**config.mk**
```make
export PLATFORM = sky130hd
export DESIGN_NAME = router_rd_arbiter
export DESIGN_NICKNAME = d
export VERILOG_FILES = /design/src/rtl/router_rd_arbiter.sv
export SDC_FILE = /design/constraint.sdc
export NUM_CORES = 1
export LEC_CHECK = 0
export BUFFER_PORTS_ARGS = -buffer_cell sky130_fd_sc_hd__buf_2
export CAP_MARGIN = 20
export CORE_ASPECT_RATIO = 1.75
export CORE_UTILIZATION = 35
export CTS_BUF_LIST = sky130_fd_sc_hd__clkbuf_2 sky130_fd_sc_hd__clkbuf_4 sky130_fd_sc_hd__clkbuf_8
export DETAILED_ROUTE_END_ITERATION = 12
export HOLD_SLACK_MARGIN = 0.03
export SLEW_MARGIN = 20
export SYNTH_ARGS = -nofsm -noshare
export SYNTH_HDL_FRONTEND = slang
export SYNTH_SLANG_ARGS = --single-unit
```
**constraint.sdc**
```tcl
create_clock -name clock -period 4.9 [get_ports clock]
set_clock_uncertainty 0.1 [all_clocks]
set_input_delay 0.245 -clock clock [delete_from_list [all_inputs] [get_ports clock]]
set_output_delay 0.245 -clock clock [all_outputs]
set_load 0.05 [all_outputs]
```
**src/rtl/router_rd_arbiter.sv**
```systemverilog
// Read-side scheduler of the 1x3 router: grants whole packets round-robin and drains
// the granted FIFO through a 2-entry skid buffer onto one valid/ready byte channel.
module router_rd_arbiter #(
  parameter int TIMEOUT = 32
) (
  input  logic       clock,
  input  logic       resetn,
  input  logic       vld_out_0,
  input  logic       vld_out_1,
  input  logic       vld_out_2,
  input  logic [7:0] data_out_0,
  input  logic [7:0] data_out_1,
  input  logic [7:0] data_out_2,
  output logic       read_enb_0,
  output logic       read_enb_1,
  output logic       read_enb_2,
  input  logic       out_ready,
  output logic       out_valid,
  output logic [7:0] out_data,
  output logic       out_sop,
  output logic       out_eop,
  output logic [1:0] out_port,
  output logic       pkt_abort,
  output logic       arb_busy
);
  localparam int         NUM_PORTS = 3;
  localparam logic [7:0] TMO_LAST  = 8'(TIMEOUT - 1);

  typedef enum logic [1:0] {IDLE, HDR, HWAIT, BODY} state_e;

  typedef struct packed {
    logic [7:0] data;
    logic       sop;
    logic       eop;
    logic [1:0] port;
  } beat_t;

  logic [NUM_PORTS-1:0]      vld;
  logic [NUM_PORTS-1:0][7:0] fdata;
  logic [NUM_PORTS-1:0]      rd_en;

  assign vld   = {vld_out_2, vld_out_1, vld_out_0};
  assign fdata = {data_out_2, data_out_1, data_out_0};

  state_e     state_q, state_d;
  logic [1:0] ptr_q, ptr_d;
  logic [1:0] gnt_q, gnt_d;
  logic [6:0] rem_q, rem_d;
  logic [7:0] tmo_q, tmo_d;

  beat_t [1:0] buf_q, buf_d;
  logic [1:0]  cnt_q, cnt_d, cnt_mid;
  logic        infl_q, infl_sop_q, infl_eop_q;
  logic [1:0]  infl_port_q;
  beat_t       push_beat;

  logic       pop, room, rd_go, abort, starve, found, vld_g;
  logic [1:0] idx;
  logic [2:0] occ;

  assign pop   = (cnt_q != 2'd0) && out_ready;
  assign occ   = 3'(cnt_q) + 3'(infl_q) - 3'(pop);
  assign room  = occ < 3'd2;
  assign vld_g = vld[gnt_q];

  // FSM: grant, header fetch, header capture, body drain
  always_comb begin
    state_d = state_q;
    ptr_d   = ptr_q;
    gnt_d   = gnt_q;
    rem_d   = rem_q;
    tmo_d   = tmo_q;
    rd_go   = 1'b0;
    abort   = 1'b0;
    starve  = 1'b0;
    found   = 1'b0;
    idx     = 2'd0;
    case (state_q)
      IDLE: begin
        for (int k = 1; k <= NUM_PORTS; k++) begin
          idx = 2'((int'(ptr_q) + k) % NUM_PORTS);
          if (!found && vld[idx]) begin
            found   = 1'b1;
            gnt_d   = idx;
            state_d = HDR;
            tmo_d   = 8'd0;
          end
        end
      end
      HDR: begin
        if (vld_g && room) begin
          rd_go   = 1'b1;
          tmo_d   = 8'd0;
          state_d = HWAIT;
        end else if (!vld_g) begin
          starve = 1'b1;
        end
      end
      HWAIT: begin
        rem_d   = 7'(fdata[infl_port_q][7:2]) + 7'd1;
        state_d = BODY;
      end
      BODY: begin
        if (vld_g && room) begin
          rd_go = 1'b1;
          tmo_d = 8'd0;
          rem_d = rem_q - 7'd1;
          if (rem_q == 7'd1) begin
            ptr_d   = gnt_q;
            state_d = IDLE;
          end
        end else if (!vld_g) begin
          starve = 1'b1;
        end
      end
      default: state_d = IDLE;
    endcase
    // Only an empty granted FIFO counts toward the abort; buffer back-pressure does not
    if (starve) begin
      if (tmo_q == TMO_LAST) begin
        abort   = 1'b1;
        ptr_d   = gnt_q;
        tmo_d   = 8'd0;
        state_d = IDLE;
      end else begin
        tmo_d = tmo_q + 8'd1;
      end
    end
  end

  for (genvar p = 0; p < NUM_PORTS; p++) begin : g_rd
    assign rd_en[p] = rd_go && resetn && (gnt_q == 2'(p));
  end

  assign read_enb_0 = rd_en[0];
  assign read_enb_1 = rd_en[1];
  assign read_enb_2 = rd_en[2];

  always_comb begin
    push_beat.data = fdata[infl_port_q];
    push_beat.sop  = infl_sop_q;
    push_beat.eop  = infl_eop_q;
    push_beat.port = infl_port_q;
  end

  // Skid buffer: pop shifts the tail to the head, then the arriving byte fills the next slot
  always_comb begin
    buf_d   = buf_q;
    cnt_mid = cnt_q;
    if (pop) begin
      buf_d[0] = buf_q[1];
      cnt_mid  = cnt_q - 2'd1;
    end
    cnt_d = cnt_mid;
    if (infl_q) begin
      buf_d[cnt_mid[0]] = push_beat;
      cnt_d             = cnt_mid + 2'd1;
    end
  end

  always_ff @(posedge clock) begin
    if (!resetn) begin
      state_q     <= IDLE;
      ptr_q       <= 2'd2;
      gnt_q       <= 2'd0;
      rem_q       <= 7'd0;
      tmo_q       <= 8'd0;
      buf_q       <= '0;
      cnt_q       <= 2'd0;
      infl_q      <= 1'b0;
      infl_sop_q  <= 1'b0;
      infl_eop_q  <= 1'b0;
      infl_port_q <= 2'd0;
    end else begin
      state_q <= state_d;
      ptr_q   <= ptr_d;
      gnt_q   <= gnt_d;
      rem_q   <= rem_d;
      tmo_q   <= tmo_d;
      buf_q   <= buf_d;
      cnt_q   <= cnt_d;
      infl_q  <= rd_go;
      if (rd_go) begin
        infl_sop_q  <= (state_q == HDR);
        infl_eop_q  <= (state_q == BODY) && (rem_q == 7'd1);
        infl_port_q <= gnt_q;
      end
    end
  end

  assign out_valid = (cnt_q != 2'd0);
  assign out_data  = buf_q[0].data;
  assign out_sop   = buf_q[0].sop;
  assign out_eop   = buf_q[0].eop;
  assign out_port  = buf_q[0].port;
  assign pkt_abort = abort;
  assign arb_busy  = (state_q != IDLE);

endmodule

```
==> results_dict.tcl <==
set metrics [dict create \
    postSynth.topFlopCell "sky130_fd_sc_hd__dfxtp_1" \
    layout_worst_path_cycle_share_pct 80.6 \
    cts_inserted_buffers 5 \
    power.leakage_nw 1.22 \
    vias 2678 \
    h-tree-depth 2 \
    wirelength_mm 7.18 \
    postSynthRegisterBits 52 \
    synth-seq-area-share_pct 34.9 \
    final_core_utilization_pct 39.5 \
    antenna_cells_inserted 0 \
    bufs_on_longest_clock_path 2 \
    pre_cts_slack_ns 1.28 \
    crit_chain "inv_1 -> ha_1 -> inv_2 -> nand2_1 -> buf_4 -> inv_2 -> ha_1 -> nand2b_1 -> fa_1 -> xnor2_1 -> and2_1 -> nand2b_4 -> nor2_2 -> nand2_1 -> nor3b_1 -> buf_2" \
    grt_use_total_pct 16.6 \
    clock-root-buffer "sky130_fd_sc_hd__clkbuf_8" \
    globalRouteMet1Util_pct 17.7 \
    worst_skew_pair.late_latency_ns 0.31 \
    final_critical_path_setup_slack_ns 0.952 \
    setup-tns-final_ns 0 \
    layout-drive-gt1-share_pct 17.7 \
    max-cap-violations 0 \
    powerDensity_nw_per_um2 444 \
    die_x_um 71.8 \
    grt_first_pass_wirelength_mm 11.7 \
    design.portCount 48 \
    vias_per_cell 5.42 \
    port_buffers 47 \
    hold_path.class "in -> reg" \
    synth-edff-count 0 \
    grt_overflow_total 0 \
    synth_top_cells_by_area "sky130_fd_sc_hd__dfxtp_1 35%, sky130_fd_sc_hd__nor2_1 6.3%, sky130_fd_sc_hd__nand2_1 6.0%, sky130_fd_sc_hd__mux2i_1 5.4%, sky130_fd_sc_hd__ha_1 3.8%" \
    layout.cell_area.non_filler_um2 3260 \
    cpMaxStageDelayCell "sky130_fd_sc_hd__dfxtp_1" \
    period_needed_ns 3.95 \
    layout.cells.most_common "sky130_fd_sc_hd__dfxtp_1" \
    cts_tree "yes" \
    most_congested_layer_reported_by_global_routing "met2" \
    clk_pin_slew_worst_paths_ns 0.10 \
    report.final.setup_viol 0 \
    syn-num-nets 414 \
    floorplan.initialDensity_pct 36.1 \
    hpwlAfterDp_mm 5.31 \
    first_global_vias 2525 \
    antenna_violating_nets_post_route 0 \
    rsz0062_at_grt "false" \
    fmax_ghz 0.253 \
    post_cts_hold_buffer_count 0 \
    netlist_area_um2 2980 \
    finalHoldViolCount 0 \
    synth_largest_type_area_fraction_pct 34.9 \
    filler_cell_count 858 \
    slew_margin_rel_pct 42.9 \
    die-area_um2 8910 \
    cp-start-kind "register" \
    drt-pass1-iter-count 5 \
    die_height_um 124 \
    use_met2_pct 32.2 \
    worst_slew_pin_slew_ns 0.855 \
    drt_first_iter_violations 108 \
    final_cell_mix "52 x sky130_fd_sc_hd__dfxtp_1, 50 x sky130_fd_sc_hd__nor2_1, 48 x sky130_fd_sc_hd__nand2_1, 47 x sky130_fd_sc_hd__buf_2, 22 x sky130_fd_sc_hd__a21oi_1" \
    met3_usage_pct 2.51 \
    critical-path-max-stage-delay_ns 0.43 \
    cp_max_fo 15 \
    number_of_antenna_violations_at_the_first_check_in_global_routing 0 \
    drcViolationCount 0 \
    core_region_area_um2 8260 \
    arrival_ns 3.60 \
    irDropWorstVdd_uv 180 \
    routed_wire_length_per_instance_um 14.5 \
    outcome "completed" \
    final.hold.worst_slack_ns 0.158 \
    cts_repair_resized_insts 0 \
    synthCells 374 \
    placement_rows 44 \
    fin_cells 494 \
    synth.largest_area_cell "sky130_fd_sc_hd__dfxtp_1" \
    synth-async-reset-ratio_pct 0 \
    gp_routability_congestion 0.797 \
    synth.yosys.warnings 0 \
    tritoncts_num_sinks 52 \
    synthDistinctLibCells 54 \
    critical_path_required_ns 4.55 \
    finish.net_count 441 \
    area_growth_syn_to_layout_pct 9.48 \
    post_cts_setup_buffers 0 \
    syn-mean-instance-area_um2 7.97 \
    worst-setup-path-type "reg -> out" \
    total_power_mw 1.45 \
    critPathCaptureType "output pin" \
    grt_start_max_net_pins 42 \
    maxSlewViolCount 0 \
    dp.cells 486 \
    standard_cell_area_after_detailed_placement_um2 3170 \
]
## metal layers
metal  up-vias  share of wire (%)  wire length, um
li1       1365                  -                -
met1      1259                 42             3000
met2        47                 54             3880
met3         7                2.6              186
met4         0                1.7              119
met5         -                  0                0
## Yosys cell counts (3+ instances only)
library cell                count
sky130_fd_sc_hd__clkbuf_1      11
sky130_fd_sc_hd__nand3_1       13
sky130_fd_sc_hd__nor3_1         6
sky130_fd_sc_hd__buf_6          3
sky130_fd_sc_hd__a31oi_1        5
sky130_fd_sc_hd__nor2_1        50
sky130_fd_sc_hd__o2bb2ai_2      4
sky130_fd_sc_hd__dfxtp_1       52
sky130_fd_sc_hd__a211oi_1      10
sky130_fd_sc_hd__ha_1           9
sky130_fd_sc_hd__nand4_1        5
sky130_fd_sc_hd__nor2b_1        6
sky130_fd_sc_hd__nand2b_1       4
sky130_fd_sc_hd__mux2i_1       16
sky130_fd_sc_hd__inv_1         14
sky130_fd_sc_hd__xnor2_1        5
sky130_fd_sc_hd__a21oi_1       22
sky130_fd_sc_hd__a311oi_1      11
sky130_fd_sc_hd__and2_1         3
sky130_fd_sc_hd__o21ai_1        6
sky130_fd_sc_hd__buf_4         11
sky130_fd_sc_hd__o21ai_0       16
sky130_fd_sc_hd__nand2_1       48
sky130_fd_sc_hd__or3_1          5
## power breakdown
group,switching [mW],internal (mW)
sequential,0.0646,0.484
combinational,0.444,0.200
clock,0.144,0.113
total,0.653,0.797
## logic make-up (layout without fill, tap and decap cells)
| family | count (synthesis) | in the layout | share of synthesized area (%) |
|---|---|---|---|
| AOI/OAI and AO/OA | 91 | 91 | 21.2 |
| muxes | 16 | 16 | 5.37 |
| and+or+nand+nor | 154 | 154 | 24.5 |
| DFF | 52 | 52 | 34.9 |
| buffers and inverters | 45 | 73 | 7.89 |
| adders and majority gates | 10 | 10 | 4.45 |
| xor gates and xnor gates | 6 | 6 | 1.76 |
## path summary, 6_finish.rpt
check	slack [ns]	from	cells past startpoint	endpoint
worst max-delay path	0.95	cnt_q[1]	16	read_enb_1
worst min-delay path	0.16	resetn	2	ptr_q[1]
worst max register to register	1.47	cnt_q[1]	15	tmo_q[4]
worst min register to register	0.38	buf_q[20]	2	out_data[4]
## critical path: cells and delay by family (launching register included)
kind,cells,cell delay [ns]
xor gates and xnor gates,1,0.17
buffers and inverters,5,0.81
adders and majority gates,3,0.83
DFF,1,0.43
and+or+nand+nor,7,1.06
## flip-flops by register name, summed over array words and instances (netlist names), 2 cells and up
name and cells:
buf_q 12, state_q 2, gnt_q 2, ptr_q 2
out_data 8, out_port 2, infl_port_q 2, cnt_q 2
rem_q 7, tmo_q 8
## area by class of cell
class                           count  area, um^2  area share, %
Multi-Input combinational cell    277        1710           52.2
Clock inverter                      2        10.0          0.307
Sequential cell                    52        1040           31.9
Tap cell                           92         115           3.53
Timing Repair Buffer               49         250           7.67
Inverter                           16        60.1           1.84
Clock buffer                        6        82.6           2.53
(Power assumes the default switching activity.)
